**src/rtl/seg_scan_rx_if.sv**
```systemverilog
// Scanned display bus: one-hot-low digit select plus active-low segments.
interface seg_scan_rx_if;
    logic [5:0] seg_sel;
    logic [7:0] seg_led;

    modport master (output seg_sel, output seg_led);
    modport slave  (input  seg_sel, input  seg_led);
endinterface

```
**src/rtl/seg_scan_rx.sv**
```systemverilog
// Receive side of the multiplexed 7-segment display: samples each settled
// digit, decodes it back to BCD, and publishes a six-digit frame once the
// same frame has been seen STABLE_FRAMES times in a row.
module seg_scan_rx #(
    parameter int unsigned SETTLE_CYC    = 16,
    parameter int unsigned STABLE_FRAMES = 3,
    parameter int unsigned TIMEOUT_CYC   = 1000000
) (
    input  logic               clk,
    input  logic               rst,
    seg_scan_rx_if.slave       scan,
    output logic [23:0]        digit_data,
    output logic [5:0]         dp_data,
    output logic               frame_valid,
    output logic               decode_err,
    output logic               scan_lost,
    input  logic               err_clr
);

    localparam int unsigned SEL_W = $clog2(SETTLE_CYC + 1);
    localparam int unsigned ST_W  = $clog2(STABLE_FRAMES + 1);
    localparam int unsigned TO_W  = $clog2(TIMEOUT_CYC + 1);

    localparam logic [SEL_W-1:0] SEL_MAX = SEL_W'(SETTLE_CYC);
    localparam logic [SEL_W-1:0] SEL_HIT = SEL_W'(SETTLE_CYC - 1);
    localparam logic [ST_W-1:0]  ST_MAX  = ST_W'(STABLE_FRAMES);
    localparam logic [TO_W-1:0]  TO_MAX  = TO_W'(TIMEOUT_CYC);

    logic [5:0]       sel_q, sel_d;
    logic [7:0]       led_q, led_d;
    logic             clr_q, clr_d;
    logic [SEL_W-1:0] sel_cnt_q, sel_cnt_d;
    logic [23:0]      shadow_q, shadow_d;
    logic [5:0]       shadow_dp_q, shadow_dp_d;
    logic [5:0]       captured_q, captured_d;
    logic [29:0]      prev_q, prev_d;
    logic [ST_W-1:0]  stable_q, stable_d;
    logic [TO_W-1:0]  to_cnt_q, to_cnt_d;
    logic [23:0]      digit_q, digit_d;
    logic [5:0]       dp_q, dp_d;
    logic             fv_q, fv_d;
    logic             err_q, err_d;
    logic             lost_q, lost_d;

    logic [6:0]       seg;
    logic [3:0]       nib;
    logic             bad_pat;
    logic             settled;
    logic             sample;
    logic             new_err;
    logic             frame_done;

    // Segment pattern (active high, g..a) back to a BCD nibble.
    always_comb begin
        seg     = ~led_q[6:0];
        bad_pat = 1'b0;
        case (seg)
            7'h3F:   nib = 4'h0;
            7'h06:   nib = 4'h1;
            7'h5B:   nib = 4'h2;
            7'h4F:   nib = 4'h3;
            7'h66:   nib = 4'h4;
            7'h6D:   nib = 4'h5;
            7'h7D:   nib = 4'h6;
            7'h07:   nib = 4'h7;
            7'h7F:   nib = 4'h8;
            7'h6F:   nib = 4'h9;
            7'h00:   nib = 4'hE;
            default: begin
                nib     = 4'hF;
                bad_pat = 1'b1;
            end
        endcase
    end

    // Dwell tracking, capture, frame assembly, publish, timeout and error flag.
    always_comb begin
        sel_d       = scan.seg_sel;
        led_d       = scan.seg_led;
        clr_d       = err_clr;
        sel_cnt_d   = sel_cnt_q;
        shadow_d    = shadow_q;
        shadow_dp_d = shadow_dp_q;
        captured_d  = captured_q;
        prev_d      = prev_q;
        stable_d    = stable_q;
        to_cnt_d    = to_cnt_q;
        digit_d     = digit_q;
        dp_d        = dp_q;
        fv_d        = 1'b0;
        err_d       = err_q;
        lost_d      = lost_q;
        new_err     = 1'b0;
        frame_done  = 1'b0;

        // Counter follows the registered select, so compare the raw input
        // against it: a change seen here restarts the count on the same edge
        // the new value is registered.
        if (scan.seg_sel != sel_q) begin
            sel_cnt_d = '0;
        end else if (sel_cnt_q != SEL_MAX) begin
            sel_cnt_d = sel_cnt_q + SEL_W'(1);
        end

        settled = (sel_cnt_q == SEL_HIT);
        sample  = settled && $onehot(~sel_q);

        if (settled && !$onehot(~sel_q) && !(&sel_q)) begin
            new_err = 1'b1;
        end

        if (sample) begin
            for (int unsigned i = 0; i < 6; i++) begin
                if (!sel_q[i]) begin
                    shadow_d[4*i +: 4] = nib;
                    shadow_dp_d[i]     = ~led_q[7];
                end
            end
            if (bad_pat) begin
                new_err = 1'b1;
            end
            captured_d = captured_q | ~sel_q;
            if (captured_d == '1) begin
                frame_done = 1'b1;
                captured_d = '0;
                prev_d     = {shadow_dp_d, shadow_d};
                if ({shadow_dp_d, shadow_d} == prev_q) begin
                    if (stable_q != ST_MAX) begin
                        stable_d = stable_q + ST_W'(1);
                    end
                end else begin
                    stable_d = ST_W'(1);
                end
                if (stable_d == ST_MAX && stable_q != ST_MAX) begin
                    digit_d = shadow_d;
                    dp_d    = shadow_dp_d;
                    fv_d    = 1'b1;
                end
            end
        end

        if (frame_done) begin
            to_cnt_d = '0;
            lost_d   = 1'b0;
        end else begin
            if (to_cnt_q != TO_MAX) begin
                to_cnt_d = to_cnt_q + TO_W'(1);
            end
            if (to_cnt_d == TO_MAX) begin
                lost_d = 1'b1;
            end
        end

        if (new_err) begin
            err_d = 1'b1;
        end else if (clr_q) begin
            err_d = 1'b0;
        end
    end

    // State registers with synchronous reset.
    always_ff @(posedge clk) begin
        if (rst) begin
            sel_q       <= '1;
            led_q       <= '1;
            clr_q       <= 1'b0;
            sel_cnt_q   <= '0;
            shadow_q    <= '0;
            shadow_dp_q <= '0;
            captured_q  <= '0;
            prev_q      <= '0;
            stable_q    <= '0;
            to_cnt_q    <= '0;
            digit_q     <= 24'hEEEEEE;
            dp_q        <= '0;
            fv_q        <= 1'b0;
            err_q       <= 1'b0;
            lost_q      <= 1'b0;
        end else begin
            sel_q       <= sel_d;
            led_q       <= led_d;
            clr_q       <= clr_d;
            sel_cnt_q   <= sel_cnt_d;
            shadow_q    <= shadow_d;
            shadow_dp_q <= shadow_dp_d;
            captured_q  <= captured_d;
            prev_q      <= prev_d;
            stable_q    <= stable_d;
            to_cnt_q    <= to_cnt_d;
            digit_q     <= digit_d;
            dp_q        <= dp_d;
            fv_q        <= fv_d;
            err_q       <= err_d;
            lost_q      <= lost_d;
        end
    end

    assign digit_data  = digit_q;
    assign dp_data     = dp_q;
    assign frame_valid = fv_q;
    assign decode_err  = err_q;
    assign scan_lost   = lost_q;

endmodule
```
**src/flat_wrapper.sv**
```systemverilog
// flat-port wrapper written by rule: the top's interface ports become plain ports
module seg_scan_rx_flat 
#(
    parameter int unsigned SETTLE_CYC    = 16,
    parameter int unsigned STABLE_FRAMES = 3,
    parameter int unsigned TIMEOUT_CYC   = 1000000
)
  (clk, rst, digit_data, dp_data, frame_valid, decode_err, scan_lost, err_clr, scan_seg_sel, scan_seg_led);
  seg_scan_rx_if scan_i ();
  input  logic clk;
  input  logic rst;
  output logic [23:0] digit_data;
  output logic [5:0] dp_data;
  output logic frame_valid;
  output logic decode_err;
  output logic scan_lost;
  input  logic err_clr;
  input wire logic [$bits(scan_i.seg_sel)-1:0] scan_seg_sel;
  input wire logic [$bits(scan_i.seg_led)-1:0] scan_seg_led;
  assign scan_i.seg_sel = scan_seg_sel;
  assign scan_i.seg_led = scan_seg_led;
  seg_scan_rx #(.SETTLE_CYC(SETTLE_CYC), .STABLE_FRAMES(STABLE_FRAMES), .TIMEOUT_CYC(TIMEOUT_CYC)) u_core (.clk(clk), .rst(rst), .scan(scan_i), .digit_data(digit_data), .dp_data(dp_data), .frame_valid(frame_valid), .decode_err(decode_err), .scan_lost(scan_lost), .err_clr(err_clr));
endmodule
```
**config.mk**
```make
export PLATFORM = sky130hd
export DESIGN_NAME = seg_scan_rx_flat
export DESIGN_NICKNAME = d
export VERILOG_FILES = /design/src/rtl/seg_scan_rx_if.sv /design/src/rtl/seg_scan_rx.sv /design/src/flat_wrapper.sv
export SDC_FILE = /design/constraint.sdc
export NUM_CORES = 1
export LEC_CHECK = 0
export ABC_CLOCK_PERIOD_IN_PS = 4200
export CORE_ASPECT_RATIO = 0.75
export CORE_MARGIN = 1.5
export CORE_UTILIZATION = 64
export DETAILED_ROUTE_END_ITERATION = 8
export DONT_BUFFER_PORTS = 1
export GPL_ROUTABILITY_DRIVEN = 0
export PLACE_DENSITY = 0.78
export REMOVE_ABC_BUFFERS = 1
export SYNTH_ARGS = -nofsm -noshare
export SYNTH_HDL_FRONTEND = slang
export SYNTH_SLANG_ARGS = --single-unit
```
**constraint.sdc**
```tcl
create_clock -name clk -period 4.2 [get_ports clk]
set_input_delay 0.21 -clock clk [delete_from_list [all_inputs] [get_ports clk]]
set_output_delay 0.21 -clock clk [all_outputs]
set_load 0.005 [all_outputs]
```
Word level (Yosys, flattened, before mapping)
Index checks and enable logic that the tools add are counted.
- $add $sub $neg: 8
- equality and inequality tests: 20
- mux-type cells: 40
- bitwise operators: 6
- reductions and logical operators: 15
- operators by type and width (operator ; number):
    == test 7 bit (second input constant) ; 7
    two-way mux 4 bit ; 12
    one-hot mux 4 bit (11 select lines) ; 1
    two-way mux 20 bit ; 2
    == test 30 bit ; 1
    adder 20 x 1 -> 20 bit (second input constant) ; 1
    == test 20 bit (second input constant) ; 1
    two-way mux 1 bit ; 20
    != test 20 bit (second input constant) ; 1
    == test 7 x 3 -> 1 bit (second input constant) ; 2
    OR reduction 11 bit ; 1
    two-way mux 2 bit ; 4
    == test 7 x 6 -> 1 bit (second input constant) ; 1
    zero test 7 bit ; 1
    inverter 7 bit ; 1
    adder 1 x 1 -> 2 bit ; 3
    adder 3 bit ; 2
    == test 6 bit (second input constant) ; 1
    two-way mux 6 bit ; 1
    != test 6 bit ; 1
    inverter 6 bit ; 1
    bitwise OR 6 bit ; 1
    AND reduction 6 bit ; 1
    adder 5 x 1 -> 5 bit (second input constant) ; 1
    14 further kinds ; 21
- register bits after elaboration: 141
- input port bits: 17

Depth between registers and ports, before layout
Gate-level depths: netlist (run 1).
- depth after elaboration: 14
- depth in mapped cells: 17
- depth with buffers taken out: 13

Worst setup path before layout (run 1)
Ideal clock, no wire load.
- path type: register to register
- from: register u_core.sel_q[1]
- to: register u_core.digit_q[12], in the netlist u_core.digit_data[12]
- setup time: 0.121 ns
- arrival time: 3.711 ns
- data required time: 4.079 ns
- path slack: 0.368 ns
- stages on the path, launching flop included: 16
- period minus slack after synthesis: 3.832 ns
- cell sequence: dfxtp_1 -> clkbuf_1 -> clkinv_1 -> ha_1 -> inv_1 -> fa_1 -> inv_1 -> ha_1 -> nor3_1 -> nand2_1 -> or3_1 -> clkbuf_1 -> nor4_1 -> nand3_1 -> buf_6 -> mux2_4
- longest elaborated chain between the ends: 9
- elaborated cells between the ends (all ways): 19
- classes of those cells: add/sub (3); eq/ne (4); mux (7); bitwise (2); reduce/logical (3)
- RTL lines (what ; line ; RTL):
    start: declaration ; seg_scan_rx.sv:29 ; logic [5:0] sel_q, sel_d;
    start signal: assignment ; seg_scan_rx.sv:180 ; sel_q <= sel_d;
    parallel branches: the longest is 8 deep, another holds adder 3 bit ; n/a ;
    AND reduction 3 bit (no line) * ; n/a ;
    end signal: assignment ; seg_scan_rx.sv:190 ; digit_q <= digit_d;
    end: declaration ; seg_scan_rx.sv:39 ; logic [23:0] digit_q, digit_d;
Every way passes the cells marked *. The select of a mux whose other input is x is not followed.
A chain may end at the register's enable or synchronous reset.

Final worst setup path (run 1)
- from: register u_core.sel_q[0]
- to: register u_core.digit_q[16], in the netlist u_core.digit_data[16]
Same word-level chain as after synthesis.

==> metrics.md, run 1 <==
| Metric | Value |
|---|---|
| Status | finished, violations left |
| Violated checks | hold timing |
| Die Ht | 94.7 um |
| Clock Sinks | 141 |
| Number of synthesized flops with an enable pin | 0 |
| Drt initial violations | 841 |
| Crit. End Element | flop |
| CP Cell Sequence | clkinv_1, ha_1, inv_1, fa_1, inv_1, ha_1, nor3_1, nand2_1, or3_1, nor4_1, nand3_2, buf_12, mux2_4 |
| Total power | a little over 3 mW |
| Total global routing overflow | 0 |
| Min-Delay Path Class | primary input to flop |
| Leak | between 3 and 4 nW |
| Cts repair resizes | 0 |
| Area Growth Syn to Fin | 13.0% |
| Met2 usage | 0.534 |
| DR DRC count | 0 |
| Post-synthesis average cell area | 8.33 um2 |
| Synth async-reset ratio | 0 |
| Slowest cell delay on critical path | 460 ps |
| Ys flop type | dfxtp_1 |
| Warnings, synthesis | 0 |
| Chip Width | roughly 130 um |
| Starting Density | 0.658 |
| Synth unique cells | 64 |
| F_max | around 250 MHz |
| Via count | around 6,400 |
| FILL cells | 796 |
| DP HPWL | 12,700 um |
| Antenna violations before repair | 1 |
| Worst Tran Pin Value | 1170 ps |
| Met1 usage | 0.445 |
| Die Area | 11,900 um2 |
| Final ANT Viol Nets | 0 |
| Worst setup SP type | flop |
| Synthesized cell area | 7170 um2 |
| Total GRT Usage | 0.333 |
| Clk root buf | clkbuf_16 |
| WP data arrival | between 4000 and 5000 ps |
| Max_slew headroom | 0.221 |
| Post-Route WL | 19,600 um |
| Initial DRT Pass Iterations | 5 |
| Clock skew | 10.2 ps |
| Nets@finish | 898 |
| Cell area after layout | 8100 um2 |
| Post-synthesis sequential area ratio | 0.394 |
| Gate Count Post-Synth | 861 |
| CP Class | flop to flop |
| Max-Cap Viols | 0 |
| Final hold vios | 1 |
| Largest net degree at the start of global routing | 100 |
| DR vias/cell | roughly 6.3 |
| Vias in the first global route | just over 6,000 |
| WHS | -7.93 ps |
| Max VDD drop | 297 uV |
| CTS Buffer Depth | 2 |
| First-pass GRT wire length | roughly 30,000 um |
| # setup viols final | 0 |
| Slowest CP cell | or3_1 |
| Wire length per cell | 19.3 um |
| CTS tree | built |
| Unrepaired setup endpoints after global routing | no |
| Fin crit share | 0.939 |
| Worst Path Max Fanout | 27 |
| Share of cells above drive strength 1 | 0.100 |
| Hold_buf cts | 18 |
| Required @ worst endpoint | 4520 ps |
| Met3 GRT Util | 0.0737 |
| Port bufs | 0 |
| Yosys reg bits | 141 |
| Post-CTS Repair Setup Buffers | 0 |
| Final min period | slightly below 4000 ps |
| Row Count | 33 |
| # IOs | 50 |
| PD cells | 382 nW/um2 |
| Core area | 10,900 um2 |
| Final slew viol count | 0 |
| Clock latency on the worst-skew pair | roughly 430 ps |
| CTS Buf Count | 17 |
| Top Usage Layer GRT | met2 |
| Area after DPL | 7300 um2 |
| Clock slew at reported path FFs | approximately 60 ps |
| H-tree depth | 4 |
metal layers:
layer	wire [um]	vias up
li1	-	2987
met4	415	0
met5	0	-
met3	1830	49
met2	8710	376
met1	8680	3036
Yosys cell counts, types with 6 or more instances:
cell	number	area share
a211oi_1	32	0.034
a21oi_1	51	0.036
and3_1	8	0.0070
and4_1	6	0.0073
clkbuf_1	48	0.025
dfxtp_1	141	0.39
ha_1	12	0.021
inv_1	25	0.013
mux2_2	9	0.014
mux2i_1	30	0.042
nand2_1	69	0.036
nand2b_1	27	0.024
nand3_1	17	0.012
nand4_1	15	0.013
nor2_1	152	0.080
nor2b_1	17	0.015
nor3_1	22	0.015
nor4_1	10	0.0087
o22ai_1	7	0.0061
or2_2	15	0.013
or3_1	7	0.0061
xnor2_1	27	0.033
xor2_1	30	0.037
cell type report:
type / instances / area (um2) / share of cell area
Antenna cell: 1 / 2.50 / 0.000309
Clock buffer: 19 / 453 / 0.0559
Clock inverter: 11 / 120 / 0.0148
Inverter: 28 / 105 / 0.0130
Multi-Input combinational cell: 638 / 4030 / 0.498
Sequential cell: 141 / 2820 / 0.348
Tap cell: 140 / 175 / 0.0216
Timing Repair Buffer: 41 / 390 / 0.0482
power by group:
| part | total [mW] | internal [mW] | switching, mW |
|---|---|---|---|
| logic | 0.252 | 0.101 | 0.152 |
| clock network | 1.48 | 0.895 | 0.584 |
| registers | 1.36 | 1.35 | 0.0143 |
| total | 3.09 | 2.34 | 0.750 |
final timing paths:
check / from / end / slack (ps) / cells after the start
hold reg to reg: u_core.prev_q[26] / u_core.prev_q[26] / 470 / 2
setup reg to reg: u_core.sel_q[0] / u_core.digit_data[16] / 260 / 13
setup / recovery: u_core.sel_q[0] / u_core.digit_data[16] / 260 / 13
hold / removal: rst / u_core.digit_data[0] / -8 / 2
per-stage QoR:
step	setup TNS (ps)	setup WS, ps	utilization	instances
floorplan	-22120	-961	-	807
global placement	0	470	0.669	967
detailed placement	0	397	0.669	967
CTS	0	283	0.740	1015
global route	0	32.9	0.743	1018
finish	0	257	0.743	1019
critical path: cells and delay by family (launching register included):
kind | cells | cell delay (ps)
fa+ha+maj | 3 | 970
simple gates | 5 | 1660
mux | 1 | 310
buf+inv | 4 | 520
flops | 1 | 350
cell families after synthesis:
logic type	share of synthesized area
buffers and inverters	0.0454
AOI/OAI and AO/OA	0.138
and+or+nand+nor	0.260
muxes	0.0665
DFF	0.394
adders and majority gates	0.0265
xor gates and xnor gates	0.0696
registers in the layout (all words and copies together) (netlist names):
signal              count
u_core.shadow_q        24
u_core.sel_cnt_q        5
u_core.scan_lost        1
u_core.frame_valid      1
u_core.shadow_dp_q      6
u_core.dp_data          6
u_core.led_q            8
u_core.clr_q            1
u_core.to_cnt_q        20
u_core.stable_q         2
u_core.prev_q          30
u_core.digit_data      24
u_core.decode_err       1
u_core.captured_q       6
u_core.sel_q            6
placed cells by master (no fill, tap or decap), types with 5 or more instances in the layout:
| cell type | synthesis | layout |
|---|---|---|
| a211oi_1 | 32 | 32 |
| a21oi_1 | 51 | 51 |
| a22oi_1 | 5 | 5 |
| and3_1 | 8 | 8 |
| and4_1 | 6 | 6 |
| buf_4 | 0 | 19 |
| clkbuf_16 | 0 | 17 |
| dfxtp_1 | 141 | 141 |
| dlygate4sd3_1 | 0 | 20 |
| ha_1 | 12 | 12 |
| inv_1 | 25 | 25 |
| mux2_2 | 9 | 9 |
| mux2_4 | 5 | 5 |
| mux2i_1 | 30 | 30 |
| nand2_1 | 69 | 69 |
| nand2b_1 | 27 | 27 |
| nand3_1 | 17 | 16 |
| nand4_1 | 15 | 15 |
| nor2_1 | 152 | 152 |
| nor2b_1 | 17 | 17 |
| nor3_1 | 22 | 21 |
| nor4_1 | 10 | 10 |
| o22ai_1 | 7 | 7 |
| o32a_1 | 5 | 5 |
| or2_2 | 15 | 15 |
| or3_1 | 7 | 7 |
| xnor2_1 | 27 | 27 |
| xor2_1 | 30 | 30 |
Note: power is estimated with default switching activity, not from simulation.
==> run 2, diff against run 1 <==
Settings changed: SETUP_SLACK_MARGIN set to 0.4.
==> run 2 against run 1 <==
The flow now finishes without violations. Core utilization rose by 0.72 points. Clock skew fell by 1.5 ps. Register-to-register slack improved by 320 ps. Combinational power rose by 3%. Critical endpoint unchanged. Clock-buffer cell count did not move. Critical path depth fell by 2. Clock power barely moved. Non-clock buffer count rose by 2. Cell area rose by 0.97%.
==> metrics.md, run 2 (synthesized netlist as in run 1, its figures left out) <==
| Metric | Value |
|---|---|
| Worst setup SP type | flop |
| Initial DRT Pass Iterations | 6 (+1) |
| DR DRC count | 0 (unchanged) |
| Worst Tran Pin Value | 1090 ps (-79.2 ps) |
| Slowest CP cell | or3_1 |
| Final min period | 3620 ps (-319 ps) |
| CP Class | flop to flop |
| Via count | 6,471 (+0.36%) |
| Vias in the first global route | 6,117 (+0.30%) |
| H-tree depth | 4 (unchanged) |
| Max_slew headroom | 0.271 (+0.0501) |
| Total power | 3.10 mW (+0.11%) |
| Total global routing overflow | 0 (unchanged) |
| Wire length per cell | 19.4 um (+0.94%) |
| DR vias/cell | 6.34 (+0.16%) |
| Clock Sinks | 141 (unchanged) |
| Slowest cell delay on critical path | 440 ps (-20 ps) |
| Largest register FFs | 30 (unchanged) |
| Final hold vios | 0 (-1) |
| Clock skew | 8.69 ps (-1.50 ps) |
| Clock latency on the worst-skew pair | 420 ps (about the same) |
| Multi-input gate area | 4100 um2 (+1.6%) |
| Final slew viol count | 0 (unchanged) |
| # IOs | 50 (unchanged) |
| Seq. cell area | 2820 um2 (unchanged) |
| Top reg by flops | u_core.prev_q |
| Share of cells above drive strength 1 | 0.110 (+0.0100) |
| CTS Buf Count | 17 (unchanged) |
| Final Non-Filler Cells | 1,021 (+0.20%) |
| Clock slew at reported path FFs | 60 ps (about the same) |
| CP Cell Sequence | or3_1, o32ai_4, a221oi_4, buf_4, o41ai_2, xor2_1, nand4_1, nor4_4, nand3_4, buf_12, mux2_4 |
| Die Area | 11,900 um2 (unchanged) |
| DP Cell Count | 967 (unchanged) |
| Max-Cap Viols | 0 (unchanged) |
| Worst Path Max Fanout | 27 (unchanged) |
| Met2 usage | 0.533 (-0.000911) |
| Starting Density | 0.658 (unchanged) |
| Nets@finish | 900 (+0.22%) |
| First-pass GRT wire length | 31,000 um (+0.42%) |
| Area Growth Syn to Fin | 14.1% |
| Required @ worst endpoint | 4510 ps (about the same) |
| PD cells | 379 nW/um2 (-0.85%) |
| Clk root buf | clkbuf_16 |
| # setup viols final | 0 (unchanged) |
| Commonest non-fill, non-tap cell in the layout | nor2_1 |
| DP HPWL | 12,700 um (unchanged) |
| F_max | 276 MHz (+8.8%) |
| Leak | 3.13 nW (+0.88%) |
| FILL cells | 792 (-0.50%) |
| WP data arrival | 3930 ps (-330 ps) |
| Max VDD drop | 293 uV (-1.2%) |
| Total GRT Usage | 0.334 (+0.00111) |
| Row Count | 33 (unchanged) |
| Chip Width | 125 um (unchanged) |
| Min-Delay Path Class | primary input to flop |
| Drt initial violations | 804 (-4.4%) |
| Antenna violations before repair | 1 (unchanged) |
| Port bufs | 0 (unchanged) |
| Core area | 10,900 um2 (unchanged) |
| Die Ht | 94.7 um (unchanged) |
| Top Usage Layer GRT | met2 |
| CTS Buffer Depth | 2 (unchanged) |
| Unrepaired setup endpoints after global routing | no |
| Largest net degree at the start of global routing | 100 (unchanged) |
| Met3 GRT Util | 0.0737 (unchanged) |
| Fin crit share | 0.863 (-0.0760) |
| Crit. End Element | flop |
| CTS tree | built |
| Commonest cells after routing, fill and taps aside | 152 x nor2_1, 141 x dfxtp_1, 68 x nand2_1 |
| Final ANT Viol Nets | 0 (unchanged) |
| Met1 usage | 0.447 (+0.00177) |
| Status | finished clean |
| Post-Route WL | 19,900 um (+1.1%) |
-- run 2: changes by cell type in the layout (fill, tap and decap cells not counted), moves of 2 or more --
| cell | before | now |
|---|---|---|
| nor4_1 | 10 | 8 |
| nor3_2 | 1 | 3 |
| nor3_1 | 21 | 19 |
| buf_4 | 19 | 21 |
-- run 2: timing repair --
item / 4_1_cts / 5_1_grt
cloned: 0 / 0
resized for setup: 3 / 7
hold endpoints to repair: 91 / 2
endpoints found under the setup margin: 4 / 28
buffers inserted: 0 / 2
pin swaps: 0 / 3
hold buffers: 18 / 3
-- run 2: cell type report --
type / count / area share
clock inverters: 11 / 0.0147
clock buffers: 19 / 0.0554
multi-input cells: 638 / 0.501
inverters: 28 / 0.0128
well taps: 140 / 0.0214
repair buffers: 43 / 0.0496
diodes: 1 / 0.000306
flip-flops and latches: 141 / 0.345
-- run 2: worst max-delay path, delay by kind of cell (launching register included) --
kind	cells	cell delay, ps
xor gates and xnor gates	1	240
AOI/OAI and AO/OA	3	1000
and+or+nand+nor	4	1120
DFF	1	380
buffers and inverters	2	440
muxes	1	310
-- run 2: final timing paths --
| kind | slack (ps) | startpoint | cells past startpoint | to |
|---|---|---|---|---|
| max reg2reg | 580 | u_core.led_q[0] | 11 | u_core.digit_data[16] |
| max | 580 | u_core.led_q[0] | 11 | u_core.digit_data[16] |
| min reg2reg | 470 | u_core.prev_q[26] | 2 | u_core.prev_q[26] |
| min | 1 | rst | 2 | u_core.digit_data[0] |
-- run 2: where the power goes --
part	switching [mW]	internal [mW]	leakage [nW]
Sequential	0.0148	1.35	1.14
Clock	0.579	0.895	0.276
Combinational	0.157	0.103	1.72
Total	0.751	2.35	3.13
-- run 2: per-stage QoR --
step / setup TNS [ps] / util / setup WS, ps / instance area [um2] / hold WS [ps]
global placement: 0 / 0.669 / 470 / 7300 / 295
finish: 0 / 0.750 / 577 / 8180 / 1.48
global route: 0 / 0.750 / 418 / 8180 / 4.08
CTS: 0 / 0.741 / 470 / 8080 / 0.0447
floorplan: -22120 / - / -961 / 6950 / 279
detailed placement: 0 / 0.669 / 397 / 7300 / 294
-- run 2: metal layers --
metal  vias up  share of wire
li1       2997              -
met1      3043           0.42
met2       386           0.45
met3        45           0.11
met4         0          0.020
met5         -              0
